===== src/rtl/gf180mcu_fd_sc_mcu9t5v0__bist_pkg.sv =====
// Shared types and constants for the 4-input compound-cell BIST.
package gf180mcu_fd_sc_mcu9t5v0__bist_pkg;

  typedef enum logic [1:0] {
    ST_IDLE,
    ST_RUN,
    ST_DONE
  } state_t;

  // Expected ZN per pattern index {A1,A2,B1,B2}; bit i is ZN for index i.
  // The 3-input variants treat B2 as don't-care.
  localparam logic [15:0] TRUTH_OAI22 = 16'h111F;
  localparam logic [15:0] TRUTH_AOI22 = 16'h0777;
  localparam logic [15:0] TRUTH_OAI21 = 16'h333F;
  localparam logic [15:0] TRUTH_AOI21 = 16'h0333;

  localparam logic [15:0] MISR_POLY = 16'h1021;
  localparam logic [15:0] MISR_SEED = 16'hFFFF;

  // One MISR step absorbing a single serial bit.
  function automatic logic [15:0] misr_step(input logic [15:0] sig, input logic d);
    logic fb;
    fb = sig[15] ^ d;
    return {sig[14:0], 1'b0} ^ (fb ? MISR_POLY : 16'h0000);
  endfunction

endpackage


===== src/rtl/gf180mcu_fd_sc_mcu9t5v0__bist_misr16.sv =====
// 16-bit single-input MISR with synchronous clear to the seed value.
module gf180mcu_fd_sc_mcu9t5v0__bist_misr16
  import gf180mcu_fd_sc_mcu9t5v0__bist_pkg::*;
(
  input  logic        CLK,
  input  logic        RN,
  input  logic        CLR,
  input  logic        EN,
  input  logic        D_IN,
  output logic [15:0] SIG
);

  // Signature register: reset/clear to seed, otherwise absorb D_IN when enabled.
  always_ff @(posedge CLK) begin
    if (!RN || CLR) begin
      SIG <= MISR_SEED;
    end else if (EN) begin
      SIG <= misr_step(SIG, D_IN);
    end
  end

endmodule


===== src/rtl/gf180mcu_fd_sc_mcu9t5v0__cell4_bist.sv =====
// Exhaustive-pattern BIST sequencer for 4-input compound cells: drives
// A1/A2/B1/B2, checks ZN against a truth table and compresses it into a MISR.
module gf180mcu_fd_sc_mcu9t5v0__cell4_bist
  import gf180mcu_fd_sc_mcu9t5v0__bist_pkg::*;
#(
  parameter logic [15:0] TRUTH  = TRUTH_OAI22,
  parameter int unsigned SETTLE = 2,
  parameter int unsigned PASSES = 1
) (
  input  logic        CLK,
  input  logic        RN,
  input  logic        START,
  input  logic        ZN_IN,
  output logic        A1,
  output logic        A2,
  output logic        B1,
  output logic        B2,
  output logic        BUSY,
  output logic        DONE,
  output logic        PASS,
  output logic [7:0]  FAIL_CNT,
  output logic [15:0] SIGNATURE
);

  localparam logic [3:0] SETTLE_LD = 4'(SETTLE);
  localparam logic [7:0] LAST_PASS = 8'(PASSES - 1);

  state_t     state;
  state_t     state_nxt;
  logic [3:0] pat;
  logic [3:0] settle;
  logic [7:0] pass_cnt;
  logic [7:0] fail_cnt;
  logic [3:0] stim;

  logic launch;
  logic sample;
  logic last;
  logic mismatch;

  // Run launch, sample strobe and end-of-run detection.
  always_comb begin
    launch   = (state != ST_RUN) && START;
    sample   = (state == ST_RUN) && (settle == '0);
    last     = sample && (pat == 4'hF) && (pass_cnt == LAST_PASS);
    mismatch = ZN_IN != TRUTH[pat];
  end

  // State register.
  always_ff @(posedge CLK) begin
    if (!RN) begin
      state <= ST_IDLE;
    end else begin
      state <= state_nxt;
    end
  end

  // Next-state logic.
  always_comb begin
    state_nxt = state;
    unique case (state)
      ST_IDLE, ST_DONE: if (START) state_nxt = ST_RUN;
      ST_RUN:           if (last)  state_nxt = ST_DONE;
      default:          state_nxt = ST_IDLE;
    endcase
  end

  // Counters, comparator and registered stimulus; stim runs one pattern ahead
  // of pat's update so A1..B2 change on the same edge the pattern advances.
  always_ff @(posedge CLK) begin
    if (!RN || launch) begin
      pat      <= '0;
      settle   <= SETTLE_LD;
      pass_cnt <= '0;
      fail_cnt <= '0;
      stim     <= '0;
    end else if (state == ST_RUN) begin
      if (sample) begin
        if (mismatch && (fail_cnt != '1)) fail_cnt <= fail_cnt + 8'd1;
        pat    <= pat + 4'd1;
        settle <= SETTLE_LD;
        if (pat == 4'hF) pass_cnt <= pass_cnt + 8'd1;
        stim   <= last ? 4'h0 : pat + 4'd1;
      end else begin
        settle <= settle - 4'd1;
      end
    end
  end

  gf180mcu_fd_sc_mcu9t5v0__bist_misr16 u_misr (
    .CLK  (CLK),
    .RN   (RN),
    .CLR  (launch),
    .EN   (sample),
    .D_IN (ZN_IN),
    .SIG  (SIGNATURE)
  );

  // Status and stimulus outputs decoded from registered state.
  always_comb begin
    BUSY             = (state == ST_RUN);
    DONE             = (state == ST_DONE);
    PASS             = (state == ST_DONE) && (fail_cnt == '0);
    FAIL_CNT         = fail_cnt;
    {A1, A2, B1, B2} = stim;
  end

endmodule

===== config.mk =====
export PLATFORM = sky130hd
export DESIGN_NAME = gf180mcu_fd_sc_mcu9t5v0__cell4_bist
export DESIGN_NICKNAME = d
export VERILOG_FILES = /design/src/rtl/gf180mcu_fd_sc_mcu9t5v0__bist_pkg.sv /design/src/rtl/gf180mcu_fd_sc_mcu9t5v0__bist_misr16.sv /design/src/rtl/gf180mcu_fd_sc_mcu9t5v0__cell4_bist.sv
export SDC_FILE = /design/constraint.sdc
export NUM_CORES = 1
export LEC_CHECK = 0
export CORE_MARGIN = 4
export CORE_UTILIZATION = 48
export CTS_CLUSTER_SIZE = 28
export DETAILED_ROUTE_END_ITERATION = 10
export GPL_TIMING_DRIVEN = 0
export PLACE_DENSITY_LB_ADDON = 0.2
export RECOVER_POWER = 50
export SLEW_MARGIN = 10
export SYNTH_ARGS = -nofsm -noshare
export SYNTH_HDL_FRONTEND = slang
export SYNTH_HIERARCHICAL = 1
export SYNTH_SLANG_ARGS = --single-unit

===== constraint.sdc =====
create_clock -name CLK -period 1.8 [get_ports CLK]
set_input_delay 0.54 -clock CLK [delete_from_list [all_inputs] [get_ports CLK]]
set_output_delay 0.54 -clock CLK [all_outputs]
set_load 0.01 [all_outputs]

# After elaboration in Yosys (flattened, before gate mapping)
# Memories as Yosys holds them, arrays and structs flattened. A register that Yosys moved wholly into a read port is not among the register bits.
# Cells that the tools add are included.
# word_totals
register_bits	46
rom_bits	16
in_bits	4
output_inout_bits	31
word_cells	49
mem_count	1
# memory_table
name	words	word_bits	rd	rd_clocked_by_memory_dff	wr	line	text
(no name shown)	16	1	1	1	0	gf180mcu_fd_sc_mcu9t5v0__cell4_bist.sv:46	mismatch = ZN_IN != TRUTH[pat];
# op_classes
n_addsub	4
magnitude_cmp	1
eq_ne	8
mux	9
bitwise_logic	2
n_reduce_logical	17
# ops
cell	count
adder 8 x 1 -> 8 bit (second input constant)	2
logical NOT 8 bit	2
2-to-1 mux 4 bit	4
XOR 16 bit	1
2-to-1 mux 13 bit	1
!= test 8 bit (second input constant)	1
logical AND 1 bit	6
AND reduction 3 bit	2
less-than comparator 4 x 5 -> 1 bit (second input constant)	1
adder 4 x 1 -> 4 bit (second input constant)	1
== test 4 bit (second input constant)	1
logical NOT 4 bit	1
2-to-1 mux 2 bit	2
!= test 2 x 1 -> 1 bit (second input constant)	2
case mux 2 bit (2 select lines)	1
AND reduction 2 bit	2
subtractor 4 x 1 -> 4 bit (second input constant)	1
== test 2 x 1 -> 1 bit (second input constant)	1
== test 2 bit (second input constant)	1
logical NOT 2 bit	1
!= test 2 bit (second input constant)	1
OR reduction 2 bit	1
logical NOT 1 bit	1
logical OR 1 bit	1
3 further kinds	3

# Depth between registers and ports, before layout
# logic_depth
ltp_word	6
mapped_depth	9
ltp_nobuf	6

# By module
# The synthesis kept the hierarchy.
# modules_own_cells
module	instances	cells_each	area_each_um2	seq_area_each_um2
gf180mcu_fd_sc_mcu9t5v0__cell4_bist	1	186	1595.3	620.6
gf180mcu_fd_sc_mcu9t5v0__bist_misr16	1	57	625.6	320.3

# Least setup slack after synthesis
# Ideal clock, no wire load.
# synth_path
kind	register -> register
startpoint	register settle[0]
endpoint	register u_misr.SIG[13]
t_arrival_ns	1.838
required_ns	1.681
path_slack_ns	-0.157
path_stages_with_launch	10
period_less_slack_ns	1.957
cell_sequence	dfxtp_1 > inv_1 > ha_1 > or3b_1 > nor2_1 > buf_4 > buf_2 > buf_4 > mux2i_1 > nand2_1
# synth_via
elab_chain_cells	2
# synth_rtl
element	line	text
from (decl)	gf180mcu_fd_sc_mcu9t5v0__cell4_bist.sv:31	logic [3:0] settle;
from (signal assigned)	gf180mcu_fd_sc_mcu9t5v0__cell4_bist.sv:85	settle <= settle - 4'd1;
logical NOT 4 bit	gf180mcu_fd_sc_mcu9t5v0__cell4_bist.sv:44	sample = (state == ST_RUN) && (settle == '0);
logical AND 1 bit	gf180mcu_fd_sc_mcu9t5v0__cell4_bist.sv:44	
named net sample	gf180mcu_fd_sc_mcu9t5v0__cell4_bist.sv:37	logic sample;
to (signal assigned)	gf180mcu_fd_sc_mcu9t5v0__bist_misr16.sv:18	SIG <= misr_step(SIG, D_IN);
to (decl)	gf180mcu_fd_sc_mcu9t5v0__bist_misr16.sv:10	output logic [15:0] SIG
# The timed path passes the listed nets, and every way through them passes these cells.
# A chain may end at the register's enable or synchronous reset.

# Worst setup path in the final report
# layout_path
startpoint	register fail_cnt[0] (netlist: FAIL_CNT[0])
endpoint	output port PASS
# layout_via
elab_chain_cells	2
# layout_rtl
element	line	text
from (decl)	gf180mcu_fd_sc_mcu9t5v0__cell4_bist.sv:33	logic [7:0] fail_cnt;
from (signal assigned)	gf180mcu_fd_sc_mcu9t5v0__cell4_bist.sv:79	if (mismatch && (fail_cnt != '1)) fail_cnt <= fail_cnt + 8'd1;
logical NOT 8 bit	gf180mcu_fd_sc_mcu9t5v0__cell4_bist.sv:103	PASS = (state == ST_DONE) && (fail_cnt == '0);
logical AND 1 bit	gf180mcu_fd_sc_mcu9t5v0__cell4_bist.sv:103	
to (decl)	gf180mcu_fd_sc_mcu9t5v0__cell4_bist.sv:20	output logic PASS,
# Every way passes these cells.

==> flow_summary.toml <==
[run_status]
outcome = "complete, but fails checks"
violations = "negative setup slack"

[timing]
hold_viol_final = 0
setup_slack_ns = -0.175
fin_crit_ns = 1.98
max_slew.worst_pin.slew_ns = 0.514
setup_viol = 13
clock.fmax_mhz = 506
finalClockSkew_ns = 0.00695
slew_headroom_pct = 65.6
slew_viol_final = 0
timing.final.crit_share_pct = 110
rsz0062_at_grt = "true"
hold_slack_ns = 0.464

[worst_setup_path]
cp-start-kind = "flop"
rr_worst_depth = 9
endpoint_kind = "output port"
cp.required_ns = 1.26
r2r_end = "u_misr/SIG[7]$_SDFFE_PP1P_"
r2r_setup_slack_ns = -0.07
critPathArrivalTime_ns = 1.44
worstReg2RegStart = "settle[0]$_SDFFE_PP0P_"
path_class = "reg -> out"
cp_max_fo = 6

[power]
fin_total_pwr_mw = 2.01
pwr-share-comb_pct = 11.1
p_switching_uw = 454
power.share.clock_pct = 36.3
p_int_mw = 1.56
p_seq_share_pct = 52.6
leakagePower_nw = 1.17
p_per_area_mw_per_mm2 = 661
vdd_ir_drop_max_uv = 376
p_sw_share_pct = 22.5

[grt]
antenna_found_initial = 0
grt_usage_pct = 17.5
grt_pass1_vias = 1814
grt_max_degree = 14
globalRouteOverflowTotal = 0
grt_pass1_wl_um = 8470

[logic_synthesis]
synth_seq_area_share_pct = 42.4
syn_area_mm2 = 0.00222
syn_area_per_cell_um2 = 9.14
async_reset_ff_share_pct = 0
synthCells = 243
ys_warn_count = 6
ys_ff_latch = 47
synth_ff_type = "dfxtp_1"
synth.distinct_cells = 49
syn_nets = 253
synth-edff-count = 0

[die]
fp.dieH_um = 76.0
die_w_um = 76.0
dieArea_mm2 = 0.00578
ios = 35
core_area_mm2 = 0.00441
initial_utilization_pct = 50.3
row_count = 24

[drt]
wirelength_um = 5250
vias = 1942
drcViolationCount = 0
ant_nets = 0
routed_via_density = 5.50
drtIter0Drc = 170
routedWlPerCell_um = 14.9
dr.pass1.iters = 4

[clock_tree]
tritoncts = "built"
cts_sinks = 47
htreeDepth = 2
clk_transition_reported_paths_ns = 0.08
hold_buffers = 0
cts_buffers = 5
clockBufferDepth = 2
cts_root_buffer = "clkbuf_8"
clkLatencyLatePin_ns = 0.29

[min_path]
holdPathEnd = "stim[3]$_SDFFE_PP0N_"
hold_path.class = "reg -> reg"
hold_depth = 1
min_from = "stim[3]$_SDFFE_PP0N_"

[final_layout]
fin_nets = 311
layout.cells.non_filler = 353
n_fill_cell = 325
syn2layout_area_growth_pct = 37.1
stdcell_area_mm2 = 0.00305
drive_above_1_share_pct = 23.6
antennaDiodeCount = 0

[placed_design]
gp_congestion = 0.821
dp.cells = 329
port-buffer-count = 34
placed_area_mm2 = 0.00265
hpwlAfterDp_um = 3230
post-place-ws_ns = -0.614

[flow_run]
cap_violations = 0
==> registers in the layout, summed over array words and instances (netlist names), named ones only <==
name / flops
stim: 4
FAIL_CNT: 8
u_misr/SIG: 16
pat: 4
state: 2
pass_cnt: 8
settle: 4
==> cell usage in the layout, fill, tap and decap left out, types with 3 or more instances in the layout <==
cell             synthesis  routed
xnor2_1                 13      13
buf_4                    2      12
o2bb2ai_1                3       3
clkbuf_2                 2       6
dfxtp_1                 47      34
o211ai_1                 7       7
nor2_1                  20      19
buf_2                    5       4
ha_1                     6       5
buf_12                   0       4
clkdlybuf4s25_1          0       6
a21oi_1                  4       4
o21ai_0                  3       3
nand2_1                 29      29
clkdlybuf4s50_1          0      21
dfxtp_2                  0      12
nand2b_1                 4       3
inv_1                   11       9
mux2i_1                 14      14
nor4_1                   6       4
buf_6                    1       4
dlymetal6s2s_1           0       3
nand3_1                 13      12
clkbuf_8                 0       5
nor3_1                   8       8
==> critical path, cell delays in order (launching register included) <==
cell     delay, ns
dfxtp_2       0.35
inv_1         0.06
ha_1          0.14
nor4b_4       0.19
nand2_1       0.10
nor4_2        0.13
buf_2         0.17
==> Yosys cell counts (all sizes together) (2+ instances only) <==
cell | number | area share [%]
nand4 | 3 | 1.1
clkbuf | 5 | 0.96
inv | 12 | 2.1
nor2 | 20 | 3.4
nor4b | 2 | 0.79
nor2b | 2 | 0.56
xnor3 | 2 | 2.0
a31oi | 2 | 0.56
dfxtp | 47 | 42
nand3 | 13 | 2.9
nor3 | 8 | 1.8
and2 | 2 | 0.56
buf | 8 | 2.3
or3 | 2 | 0.56
o2bb2ai | 3 | 1.2
nand2 | 29 | 4.9
nor4 | 6 | 1.7
xnor2 | 13 | 5.1
o311ai | 3 | 1.2
mux2i | 14 | 6.3
o21ai | 4 | 0.90
o41ai | 3 | 1.2
xor2 | 2 | 0.79
ha | 6 | 3.4
nand2b | 4 | 1.1
a21oi | 4 | 0.90
o211ai | 7 | 2.4
and3 | 2 | 0.56
==> stage by stage <==
stage               util (%)  TNS [ns]
floorplan                  -         0
global placement        60.1    -15.53
detailed placement      60.1    -14.97
CTS                     67.5    -0.452
global route            69.0     -2.28
finish                  69.0    -0.533
==> per-layer routing <==
metal	routed length, µm	vias to the layer above	global-route usage, %
li1	-	973	-
met1	2270	921	21.1
met2	2700	43	30.2
met3	229	5	4.02
met4	50	0	6.05
met5	0	-	0
==> cells by family after synthesis <==
| kind of cell | share of synthesized area [%] |
|---|---|
| and+or+nand+nor | 23.3 |
| DFF | 42.4 |
| AOI/OAI and AO/OA | 10.8 |
| buffers and inverters | 5.41 |
| xor gates and xnor gates | 7.94 |
| muxes | 6.82 |
| adders and majority gates | 3.38 |
==> what timing repair did <==
action	in CTS	in global routing
pin swaps	4	9
buffers inserted	13	4
gates cloned	1	1
gates resized for setup	38	34
endpoints found under the setup margin	47	50
==> final cells by class <==
type / instances / area, µm² / area share, %
multi-input cells: 171 / 1260 / 41.4
flip-flops and latches: 47 / 960 / 31.5
repair buffers: 52 / 519 / 17.1
plain buffers: 12 / 86.3 / 2.83
clock buffers: 6 / 72.6 / 2.38
well taps: 52 / 65.1 / 2.14
inverters: 12 / 52.6 / 1.73
clock inverters: 1 / 30.0 / 0.986
==> how the worst max path moves through the flow <==
stage,depth (start not counted),slack [ns],startpoint,to
5_1_grt,6,-0.36,FAIL_CNT[0]$_SDFFE_PP0P_,PASS
6_report,6,-0.18,FAIL_CNT[0]$_SDFFE_PP0P_,PASS
4_1_cts,6,-0.20,FAIL_CNT[0]$_SDFFE_PP0P_,PASS
2_1_floorplan,9,0.004,settle[0]$_SDFFE_PP0P_,u_misr/SIG[13]$_SDFFE_PP1P_
3_3_place_gp,5,-0.59,ZN_IN,FAIL_CNT[6]$_SDFFE_PP0P_
3_5_place_dp,5,-0.61,ZN_IN,FAIL_CNT[6]$_SDFFE_PP0P_
==> power groups by stage <==
stage          clock network (mW)  registers (mW)  logic [mW]
6_report                    0.731            1.06       0.223
5_1_grt                     0.795            1.06       0.239
3_3_place_gp                    0            1.08       0.158
3_5_place_dp                    0            1.08       0.158
2_1_floorplan                   0            1.08       0.109
4_1_cts                     0.755            1.06       0.207
Note: power is estimated with default switching activity, not from simulation.
